[src/rtl/fetch_unit_if.sv]
// -----------------------------------------------------------------------------
// fetch_unit_if
// Groups the instruction-memory bus, the redirect request and the decode-side
// valid/ready handshake of the fetch stage into one bundle.
//
// Signals:
//   imem_addr       byte address to instruction memory (driven by fetch)
//   imem_data       combinational instruction word for imem_addr
//   redirect_valid  one-cycle redirect pulse from branch/jump resolution
//   redirect_pc     redirect target byte address
//   out_valid       queue head holds a fetched word
//   out_ready       decode accepts the head this cycle
//   out_instr       head instruction word
//   out_pc          PC of the head instruction
//   out_exc         head entry is a misaligned-fetch exception
//
// Modports:
//   master  the fetch unit side
//   slave   the memory / core / decode side
// -----------------------------------------------------------------------------
interface fetch_unit_if;
   logic [31:0] imem_addr;
   logic [31:0] imem_data;
   logic        redirect_valid;
   logic [31:0] redirect_pc;
   logic        out_valid;
   logic        out_ready;
   logic [31:0] out_instr;
   logic [31:0] out_pc;
   logic        out_exc;

   modport master (
      output imem_addr,
      input  imem_data,
      input  redirect_valid,
      input  redirect_pc,
      output out_valid,
      input  out_ready,
      output out_instr,
      output out_pc,
      output out_exc
   );

   modport slave (
      input  imem_addr,
      output imem_data,
      output redirect_valid,
      output redirect_pc,
      input  out_valid,
      output out_ready,
      input  out_instr,
      input  out_pc,
      input  out_exc
   );
endinterface

[src/rtl/fetch_unit.sv]
// -----------------------------------------------------------------------------
// fetch_unit
// Instruction fetch stage. Owns the program counter, drives the instruction
// memory address, captures each returned word with its PC into a 2-entry
// queue and presents the queue head to decode over valid/ready. A redirect
// flushes the queue and restarts fetch at the target.
//
// Parameters:
//   RESET_PC  PC loaded on reset
//
// Ports:
//   clk    rising-edge clock
//   rst_n  asynchronous active-low reset
//   bus    fetch_unit_if.master (imem bus, redirect, decode handshake)
//
// Configuration macro:
//   FETCH_MISALIGN_TRAP_EN  when defined, a misaligned PC enqueues one
//                           exception entry (instr = NOP 0x13, exc = 1) and
//                           halts fetch until the next redirect. When not
//                           defined, redirect targets are forced word-aligned
//                           and out_exc is always 0.
// -----------------------------------------------------------------------------
module fetch_unit #(
   parameter logic [31:0] RESET_PC = 32'h0000_0000
) (
   input  logic          clk,
   input  logic          rst_n,
   fetch_unit_if.master  bus
);

   typedef struct packed {
      logic [31:0] pc;
      logic [31:0] instr;
      logic        exc;
   } entry_t;

   localparam logic [31:0] TRAP_INSTR = 32'h0000_0013;

   // Architectural state
   entry_t      r_q [2];
   entry_t      r_head;
   logic [31:0] r_pc;
   logic        r_rd_ptr;
   logic        r_wr_ptr;
   logic [1:0]  r_count;
   logic        r_halt;

   // Next-state / control
   logic        w_deq;
   logic        w_enq;
   logic        w_misalign;
   logic [31:0] w_redirect_pc;
   entry_t      w_new;
   logic        w_rd_ptr_next;
   logic [1:0]  w_count_next;
   entry_t      w_head_next;
   logic        w_head_load;

`ifdef FETCH_MISALIGN_TRAP_EN
   assign w_misalign    = (r_pc[1:0] != 2'b00);
   assign w_redirect_pc = bus.redirect_pc;
`else
   assign w_misalign    = 1'b0;
   assign w_redirect_pc = bus.redirect_pc & 32'hFFFF_FFFC;
`endif

   // NOTE: every signal written here gets a default first, so no path
   // through the block leaves a value unassigned and no latch is inferred.
   always_comb begin
      w_deq         = 1'b0;
      w_enq         = 1'b0;
      w_new         = '0;
      w_rd_ptr_next = r_rd_ptr;
      w_count_next  = r_count;
      w_head_next   = r_head;
      w_head_load   = 1'b0;

      w_deq = (r_count != 2'd0) && bus.out_ready;
      // A full queue may still accept a word when the head leaves this cycle.
      w_enq = !r_halt && ((r_count != 2'd2) || w_deq);

      w_new.pc    = r_pc;
      w_new.instr = w_misalign ? TRAP_INSTR : bus.imem_data;
      w_new.exc   = w_misalign;

      w_rd_ptr_next = r_rd_ptr ^ w_deq;
      w_count_next  = r_count + {1'b0, w_enq} - {1'b0, w_deq};

      // The head after this edge is either a resident entry or the word
      // being written right now (queue empty, or single entry leaving).
      if (w_enq && (w_rd_ptr_next == r_wr_ptr))
         w_head_next = w_new;
      else
         w_head_next = r_q[w_rd_ptr_next];

      // When the queue drains, the output registers keep the last head.
      w_head_load = !bus.redirect_valid && (w_count_next != 2'd0);
   end

   // NOTE: state registers use non-blocking assignments so every register
   // samples pre-edge values, independent of statement order.
   always_ff @(posedge clk or negedge rst_n) begin
      if (!rst_n) begin
         r_pc     <= RESET_PC;
         r_rd_ptr <= 1'b0;
         r_wr_ptr <= 1'b0;
         r_count  <= 2'd0;
         r_halt   <= 1'b0;
         r_head   <= '0;
      end else if (bus.redirect_valid) begin
         r_pc     <= w_redirect_pc;
         r_rd_ptr <= 1'b0;
         r_wr_ptr <= 1'b0;
         r_count  <= 2'd0;
         r_halt   <= 1'b0;
      end else begin
         if (w_enq) begin
            r_wr_ptr <= ~r_wr_ptr;
            // A trapped fetch stops the PC at the faulting address.
            if (w_misalign)
               r_halt <= 1'b1;
            else
               r_pc <= r_pc + 32'd4;
         end
         r_rd_ptr <= w_rd_ptr_next;
         r_count  <= w_count_next;
         if (w_head_load)
            r_head <= w_head_next;
      end
   end

   // NOTE: queue storage has no reset; r_count gates validity and the
   // outputs come from r_head, which is reset.
   always_ff @(posedge clk) begin
      if (!bus.redirect_valid && w_enq)
         r_q[r_wr_ptr] <= w_new;
   end

   assign bus.imem_addr = r_pc;
   assign bus.out_valid = (r_count != 2'd0);
   assign bus.out_instr = r_head.instr;
   assign bus.out_pc    = r_head.pc;
   assign bus.out_exc   = r_head.exc;

endmodule

[src/flat_wrapper.sv]
// flat-port wrapper written by rule: the top's interface ports become plain ports
module fetch_unit_flat 
#(
   parameter logic [31:0] RESET_PC = 32'h0000_0000
)
  (clk, rst_n, bus_imem_addr, bus_imem_data, bus_redirect_valid, bus_redirect_pc, bus_out_valid, bus_out_ready, bus_out_instr, bus_out_pc, bus_out_exc);
  fetch_unit_if bus_i ();
  input  logic clk;
  input  logic rst_n;
  output wire logic [$bits(bus_i.imem_addr)-1:0] bus_imem_addr;
  input wire logic [$bits(bus_i.imem_data)-1:0] bus_imem_data;
  input wire logic [$bits(bus_i.redirect_valid)-1:0] bus_redirect_valid;
  input wire logic [$bits(bus_i.redirect_pc)-1:0] bus_redirect_pc;
  output wire logic [$bits(bus_i.out_valid)-1:0] bus_out_valid;
  input wire logic [$bits(bus_i.out_ready)-1:0] bus_out_ready;
  output wire logic [$bits(bus_i.out_instr)-1:0] bus_out_instr;
  output wire logic [$bits(bus_i.out_pc)-1:0] bus_out_pc;
  output wire logic [$bits(bus_i.out_exc)-1:0] bus_out_exc;
  assign bus_imem_addr = bus_i.imem_addr;
  assign bus_i.imem_data = bus_imem_data;
  assign bus_i.redirect_valid = bus_redirect_valid;
  assign bus_i.redirect_pc = bus_redirect_pc;
  assign bus_out_valid = bus_i.out_valid;
  assign bus_i.out_ready = bus_out_ready;
  assign bus_out_instr = bus_i.out_instr;
  assign bus_out_pc = bus_i.out_pc;
  assign bus_out_exc = bus_i.out_exc;
  fetch_unit #(.RESET_PC(RESET_PC)) u_core (.clk(clk), .rst_n(rst_n), .bus(bus_i));
endmodule
[config.mk]
export PLATFORM = sky130hd
export DESIGN_NAME = fetch_unit_flat
export DESIGN_NICKNAME = d
export VERILOG_FILES = /design/src/rtl/fetch_unit_if.sv /design/src/rtl/fetch_unit.sv /design/src/flat_wrapper.sv
export SDC_FILE = /design/constraint.sdc
export NUM_CORES = 1
export LEC_CHECK = 0
export CORE_MARGIN = 1
export CORE_UTILIZATION = 45
export DETAILED_ROUTE_END_ITERATION = 8
export PLACE_DENSITY = 0.73
export SYNTH_ARGS = -nofsm -noshare
export SYNTH_HDL_FRONTEND = slang
export SYNTH_SLANG_ARGS = --single-unit
[constraint.sdc]
create_clock -name clk -period 5.3 [get_ports clk]
set_input_delay 0.53 -clock clk [delete_from_list [all_inputs] [get_ports clk]]
set_output_delay 0.53 -clock clk [all_outputs]
set_load 0.05 [all_outputs]
==> out/results.tsv, run 1 <==
stage	metric	value	unit
global_route	Tot GR Track Use	22.0	%
floorplan	Core Footprint	19600	µm²
critical_path	worst r2r path cells	4	
critical_path	r2r startpoint	u_core.r_count[0]$_DFF_PN0_	
sta	RSZ-0062 raised after global routing	no	
critical_path	Worst Path Required	5.71	ns
floorplan	Die Ht	144	µm
logic_synthesis	Yosys reg bits	220	
sta	final setup violation count	0	
sta	Worst slew margin	35.6	%
routing	drt pass-1 iters	5	
critical_path	CP Class	input pin to flip-flop	
power_and_ir_drop	worst ir drop on vdd	0.218	mV
clock_tree	post_cts resized	0	
finish	layout cells sized above 1	7.48	%
clock_tree	Setup Buffers After CTS	0	
finish	Fillers	1563	
outcome	status	finished, final reports clean	
power_and_ir_drop	leakage	4.45	nW
floorplan	Initial Util	46.1	%
logic_synthesis	synth top area cells	edfxtp_1 41%, dfrtp_1 27%, mux2i_1 7.2%	
logic_synthesis	ys async rst share	43.6	%
logic_synthesis	Post-synth EDFFs	124	
clock_tree	CTS max path bufs	3	
critical_path	CP top delay family	simple AND/OR/NAND/NOR gates	
logic_synthesis	area share of the largest cell type after synthesis	41.2	%
sta	final period utilization	52.1	%
sta	final worst setup slack	2.54	ns
sta	FMAX	0.362	GHz
sta	Min Clock Period, post-route	2.76	ns
routing	Antenna Violating Nets Remaining	0	
sta	skew final	0.0170	ns
critical_path	Crit path depth	5	
logic_synthesis	top-count cell post-synth	edfxtp_1	
critical_path	CP arrival	3.17	ns
global_route	largest net degree at the start of global routing	78	
clock_tree	TritonCTS clock tree	yes	
clock_tree	TritonCTS sink count	220	
logic_synthesis	Avg Synthesized Cell Area	13.7	µm²
floorplan	DIE WIDTH	144	µm
logic_synthesis	sequential area share after synthesis	67.8	%
clock_tree	total CTS buffers	23	
routing	DR DRC count	0	
sta	Slew @ Worst Pin	0.966	ns
floorplan	I/O pins	166	
logic_synthesis	prevailing post-synth register cell	edfxtp_1	
global_route	total congestion overflow	0	
floorplan	Die Area	20700	µm²
finish	Finished Core Util	59.3	%
flow_run	max_cap viols	0	
finish	fin nets	881	
placement	dpl ws	1.99	ns
routing	DR iter-0 viols	545	
global_route	first-pass GRT wire length	34800	µm
sta	Max Slew Vio Count	0	
floorplan	Row Count	51	
finish	area delta synth->final	28.5	%
logic_synthesis	Yosys cell types	45	
logic_synthesis	commonest cells in the netlist	124 x edfxtp_1, 96 x dfrtp_1, 65 x mux2i_1	
critical_path	RR Endpoint	u_core.bus.imem_addr[16]$_DFFE_PN0P_	
critical_path	worst-path maximum fanout	18	
logic_synthesis	area leader, netlist	edfxtp_1	
critical_path	Setup crit end kind	flip-flop	
critical_path	CP max stage cell	or4_1	
routing	Wirelength per Cell	20.5	µm
sta	final setup TNS	0	ns
critical_path	CP Capture Point	u_core.bus.imem_addr[16]$_DFFE_PN0P_	
critical_path	worst path bufs/invs	1	
routing	via count	6467	
clock_tree	worst skew pair latency	0.50	ns
clock_tree	CTS Hold Buffers Added	0	
critical_path	R2R Setup Slk	2.70	ns
logic_synthesis	mapped cell area	9040	µm²
routing	vias per cell	5.91	
logic_synthesis	Post-Syn Instances	662	
finish	# diodes	0	
sta	final hold violation count	0	
critical_path	startpoint types	input pin	
clock_tree	root buffer cell	clkbuf_16	
routing	Routed WL	22500	µm
power_and_ir_drop	PD cells	464	nW/µm²
clock_tree	clock-pin slew on the worst setup and hold paths	0.06	ns
logic_synthesis	Yosys Warn Count	0	
critical_path	Critical Path Start	bus_out_ready	
global_route	initial antenna violation count	0	
placement	Final HPWL DP	14100	µm
clock_tree	Max H-tree Level	1	
global_route	vias in the first global route	6499	
critical_path	crit-path max cell delay	0.73	ns
placement	buffers added on ports	158	
hold_path	Worst Hold Class	input pin to asynchronous set/reset pin	
critical_path	CP Cell Sequence	clkdlybuf4s50_1 > or3b_1 > nand4_1 > or4_1 > a31oi_1	
power_and_ir_drop	total chip power	5.39	mW
placement	GP Congestion	0.824	
-- cell families (layout without fill, tap and decap cells) --
logic type               Yosys count  count (layout)  share of synthesized area [%]
flip-flops                       220             220                           67.8
AO/OA/AOI/OAI                    163             163                           12.3
AND/OR/NAND/NOR                  134             134                           7.89
multiplexers                      66              66                           7.32
buffers and inverters             63             226                           3.07
XOR/XNOR                          14              14                           1.44
adder cells (fa/ha/maj)            1               1                          0.138
other                              1               5                         0.0415
-- flip-flops by register name (all words and copies together), names as in the netlist --
signal,flops
u_core.bus.out_pc,30
u_core.r_wr_ptr,1
u_core.bus.out_instr,32
u_core.r_count,2
u_core.r_rd_ptr,1
u_core.r_q,124
u_core.bus.imem_addr,30
-- area by class of cell --
type / count / area [µm²] / area share [%]
clock buffer: 32 / 659 / 5.68
clock inverter: 10 / 78.8 / 0.679
inverter: 15 / 56.3 / 0.485
multi-input combinational: 383 / 2690 / 23.2
sequential: 220 / 6130 / 52.7
tap: 265 / 332 / 2.85
timing repair buffer: 169 / 1670 / 14.4
-- per-stage QoR --
stage	instance area, µm²	hold WS, ns	cells
after floorplan	9060	0.234	666
after global placement	10900	0.473	1052
after detailed placement	10900	0.472	1052
after CTS	11600	0.129	1094
after global routing	11600	0.182	1094
final	11600	0.123	1094
-- how the worst min path moves through the flow --
stage                                               from                              endpoint  slack, ns
floorplan                                          rst_n  u_core.bus.imem_addr[10]$_DFFE_PN0P_       0.23
finish                                             rst_n   u_core.bus.out_instr[9]$_DFFE_PN0P_       0.12
CTS                                                rst_n   u_core.bus.out_instr[9]$_DFFE_PN0P_       0.13
global placement    u_core.bus.out_instr[12]$_DFFE_PN0P_  u_core.bus.out_instr[12]$_DFFE_PN0P_       0.47
global route                                       rst_n   u_core.bus.out_instr[9]$_DFFE_PN0P_       0.18
detailed placement     u_core.bus.out_pc[18]$_DFFE_PN0P_     u_core.bus.out_pc[18]$_DFFE_PN0P_       0.47
-- power by group --
part	internal [mW]	switching (mW)	leakage [nW]
logic	0.538	1.06	1.77
registers	2.07	0.174	2.31
clock network	0.917	0.628	0.366
-- cell usage in the layout, fill, tap and decap left out, types with 3 or more instances in the layout --
cell type,instances
nor3_1,3
xnor2_1,13
nand2_1,37
edfxtp_1,124
nand4_1,14
dfrtp_1,96
clkinv_2,5
nand3_1,12
nor2b_1,3
and4_1,3
nor4_1,4
mux2i_1,64
clkdlybuf4s50_1,157
conb_1,5
o21ai_0,54
clkbuf_1,4
and3_1,3
a21oi_1,3
clkbuf_16,23
a32oi_1,49
inv_1,14
nor2_1,24
or3_1,3
o221ai_1,13
clkbuf_8,5
a31oi_1,15
buf_4,11
o31ai_1,10
o21ai_1,12
or4_1,15
-- worst register-to-register path, cell delays in order, from the launching register on --
cell and delay (ns):
dfrtp_1 0.55, or3b_1 0.40, nand4_1 0.65, or4_1 0.74
a31oi_1 0.19
-- layer usage --
metal	vias up	track usage [%]	wire length [µm]
met1	3190	30.8	9830
li1	2891	-	-
met3	48	3.43	1840
met2	338	35.4	10300
met5	-	0	0
met4	0	6.72	491
Note: power is estimated with default switching activity, not from simulation.
==> inputs of run 2 (changes only) <==
- clock period: 5.3 -> 2.22 ns (I/O delays scaled with it)
==> out/results.tsv, run 2 (synthesis gave the netlist of run 1 again) <==
stage	metric	value	unit	change
floorplan	Initial Util	46.1	%	unchanged
sta	Max Slew Vio Count	0		unchanged
finish	layout cells sized above 1	13.0	%	was 7.48%
global_route	largest net degree at the start of global routing	45		was 78
global_route	total congestion overflow	0		unchanged
hold_path	Worst Hold Class	input pin to asynchronous set/reset pin		unchanged
clock_tree	CTS max path bufs	3		unchanged
floorplan	DIE WIDTH	144	µm	unchanged
global_route	first-pass GRT wire length	35800	µm	was 34,800 µm
routing	DR DRC count	0		unchanged
power_and_ir_drop	total chip power	13.1	mW	was 5.39 mW
finish	max reg flops	124		unchanged
critical_path	CP Class	flip-flop to output pin		was input pin to flip-flop
critical_path	r2r startpoint	u_core.r_count[0]$_DFF_PN0_		unchanged
routing	via count	6656		was 6,467
finish	most flop-heavy register	u_core.r_q		unchanged
clock_tree	clock-pin slew on the worst setup and hold paths	0.06	ns	about the same
critical_path	Worst Path Required	2.00	ns	was 5.71 ns
sta	FMAX	0.462	GHz	
critical_path	worst-path maximum fanout	7		was 18
clock_tree	Max H-tree Level	1		unchanged
critical_path	Setup crit end kind	output pin		was flip-flop
placement	Final HPWL DP	15300	µm	was 14,100 µm
sta	skew final	0.0223	ns	was 0.0170 ns
power_and_ir_drop	leakage	4.69	nW	was 4.45 nW
sta	final setup violation count	0		unchanged
global_route	vias in the first global route	6520		was 6,499
critical_path	startpoint types	flip-flop		was input pin
critical_path	Critical Path Start	u_core.bus.imem_addr[10]$_DFFE_PN0P_		was bus_out_ready
clock_tree	root buffer cell	clkbuf_16		unchanged
critical_path	CP top delay family	buffers and inverters		was simple AND/OR/NAND/NOR gates
placement	buffers added on ports	158		unchanged
sta	final hold violation count	0		unchanged
critical_path	worst path bufs/invs	1		unchanged
routing	drt pass-1 iters	5		unchanged
sta	Min Clock Period, post-route	2.17	ns	
outcome	status	finished, final reports clean		unchanged
routing	DR iter-0 viols	477		was 545
floorplan	I/O pins	166		unchanged
routing	vias per cell	5.82		was 5.91
finish	# diodes	0		unchanged
sta	final period utilization	97.6	%	
routing	Routed WL	23100	µm	was 22,500 µm
placement	dpl ws	-0.0389	ns	was 1.99 ns
clock_tree	TritonCTS sink count	220		unchanged
finish	most frequent cells in the layout	156 x clkdlybuf4s50_1, 124 x edfxtp_1, 87 x dfrtp_1		was 157 x clkdlybuf4s50_1, 124 x edfxtp_1, 96 x dfrtp_1
critical_path	CP max stage cell	clkdlybuf4s50_1		was or4_1
power_and_ir_drop	PD cells	1080	nW/µm²	was 464 nW/µm²
routing	Wirelength per Cell	20.2	µm	was 20.5 µm
critical_path	crit-path max cell delay	0.88	ns	was 0.73 ns
clock_tree	total CTS buffers	23		unchanged
placement	GP Congestion	0.864		was 0.824
sta	Hold Slack	0.269	ns	was 0.123 ns
floorplan	Core Footprint	19600	µm²	unchanged
finish	commonest non-fill, non-tap cell in the layout	clkdlybuf4s50_1		unchanged
routing	Antenna Violating Nets Remaining	0		unchanged
finish	fin nets	930		was 881
power_and_ir_drop	worst ir drop on vdd	0.547	mV	was 0.218 mV
floorplan	Die Ht	144	µm	unchanged
critical_path	CP arrival	1.94	ns	was 3.17 ns
flow_run	max_cap viols	0		unchanged
sta	Slew @ Worst Pin	0.625	ns	was 0.966 ns
sta	Worst slew margin	58.3	%	was 35.6%
floorplan	Die Area	20700	µm²	unchanged
sta	RSZ-0062 raised after global routing	no		unchanged
sta	final worst setup slack	0.0544	ns	was 2.54 ns
global_route	Tot GR Track Use	22.8	%	was 22.0%
finish	area delta synth->final	33.6	%	was 28.5%
critical_path	CP Cell Sequence	clkdlybuf4s50_1		was clkdlybuf4s50_1 > or3b_1 > nand4_1 > or4_1 > a31oi_1
global_route	initial antenna violation count	0		unchanged
floorplan	Row Count	51		unchanged
clock_tree	TritonCTS clock tree	yes		unchanged
clock_tree	worst skew pair latency	0.51	ns	was 0.50 ns
==> run 2: changes by cell type in the layout (fill, tap and decap cells not counted), moves of 3 or more <==
cell,before,now
dfrtp_2,0,9
buf_4,11,52
dfrtp_1,96,87
buf_12,1,8
clkbuf_8,5,2
clkinv_2,5,2
clkbuf_1,4,8
==> run 2: per-stage QoR <==
| step | TNS [ns] | utilization (%) | cell area (µm²) | std cells |
|---|---|---|---|---|
| final | 0 | 61.7 | 12100 | 1143 |
| after global routing | 0 | 61.7 | 12100 | 1143 |
| after CTS | 0 | 61.7 | 12100 | 1143 |
| after detailed placement | -0.0822 | 57.9 | 11300 | 1100 |
| after global placement | -0.0308 | 57.9 | 11300 | 1100 |
| after floorplan | -30.29 | - | 9080 | 666 |
==> run 2: cell type report <==
cell class | count | area, µm²
Clock buffer | 33 | 633
Clock inverter | 9 | 98.8
Fill cell | 1468 | 7510
Inverter | 15 | 56.3
Multi-Input combinational cell | 383 | 2690
Sequential cell | 220 | 6140
Tap cell | 265 | 332
Timing Repair Buffer | 218 | 2130
==> run 2: path summary, 6_finish.rpt <==
path,endpoint,slack (ns),depth (start not counted)
max,bus_imem_addr[10],0.05,1
min,u_core.bus.out_instr[20]$_DFFE_PN0P_,0.27,2
max reg2reg,u_core.bus.imem_addr[23]$_DFFE_PN0P_,0.13,4
min reg2reg,u_core.bus.out_instr[31]$_DFFE_PN0P_,0.49,2
max in group asynchronous,u_core.bus.out_pc[27]$_DFFE_PN0P_,1.23,3
min in group clk,u_core.bus.imem_addr[2]$_DFFE_PN0P_,0.27,3
==> run 2: what timing repair did <==
item                                    in CTS  in global routing
hold buffers                                 1                  0
endpoints found under the setup margin       1                  0
endpoints found under the hold margin       40                  0
resized for setup                            1                  0
setup buffers                                0                  0
==> run 2: metal layers <==
layer | vias to the layer above | routed length [µm] | global-route usage [%]
li1 | 2980 | - | -
met5 | - | 0 | 0
met2 | 309 | 11000 | 36.7
met3 | 26 | 1930 | 3.50
met4 | 0 | 296 | 5.66
met1 | 3341 | 9890 | 32.3
==> run 2: report_power, final <==
| part | switching [mW] | internal (mW) |
|---|---|---|
| logic | 2.64 | 1.42 |
| clock network | 1.50 | 2.22 |
| registers | 0.342 | 4.95 |
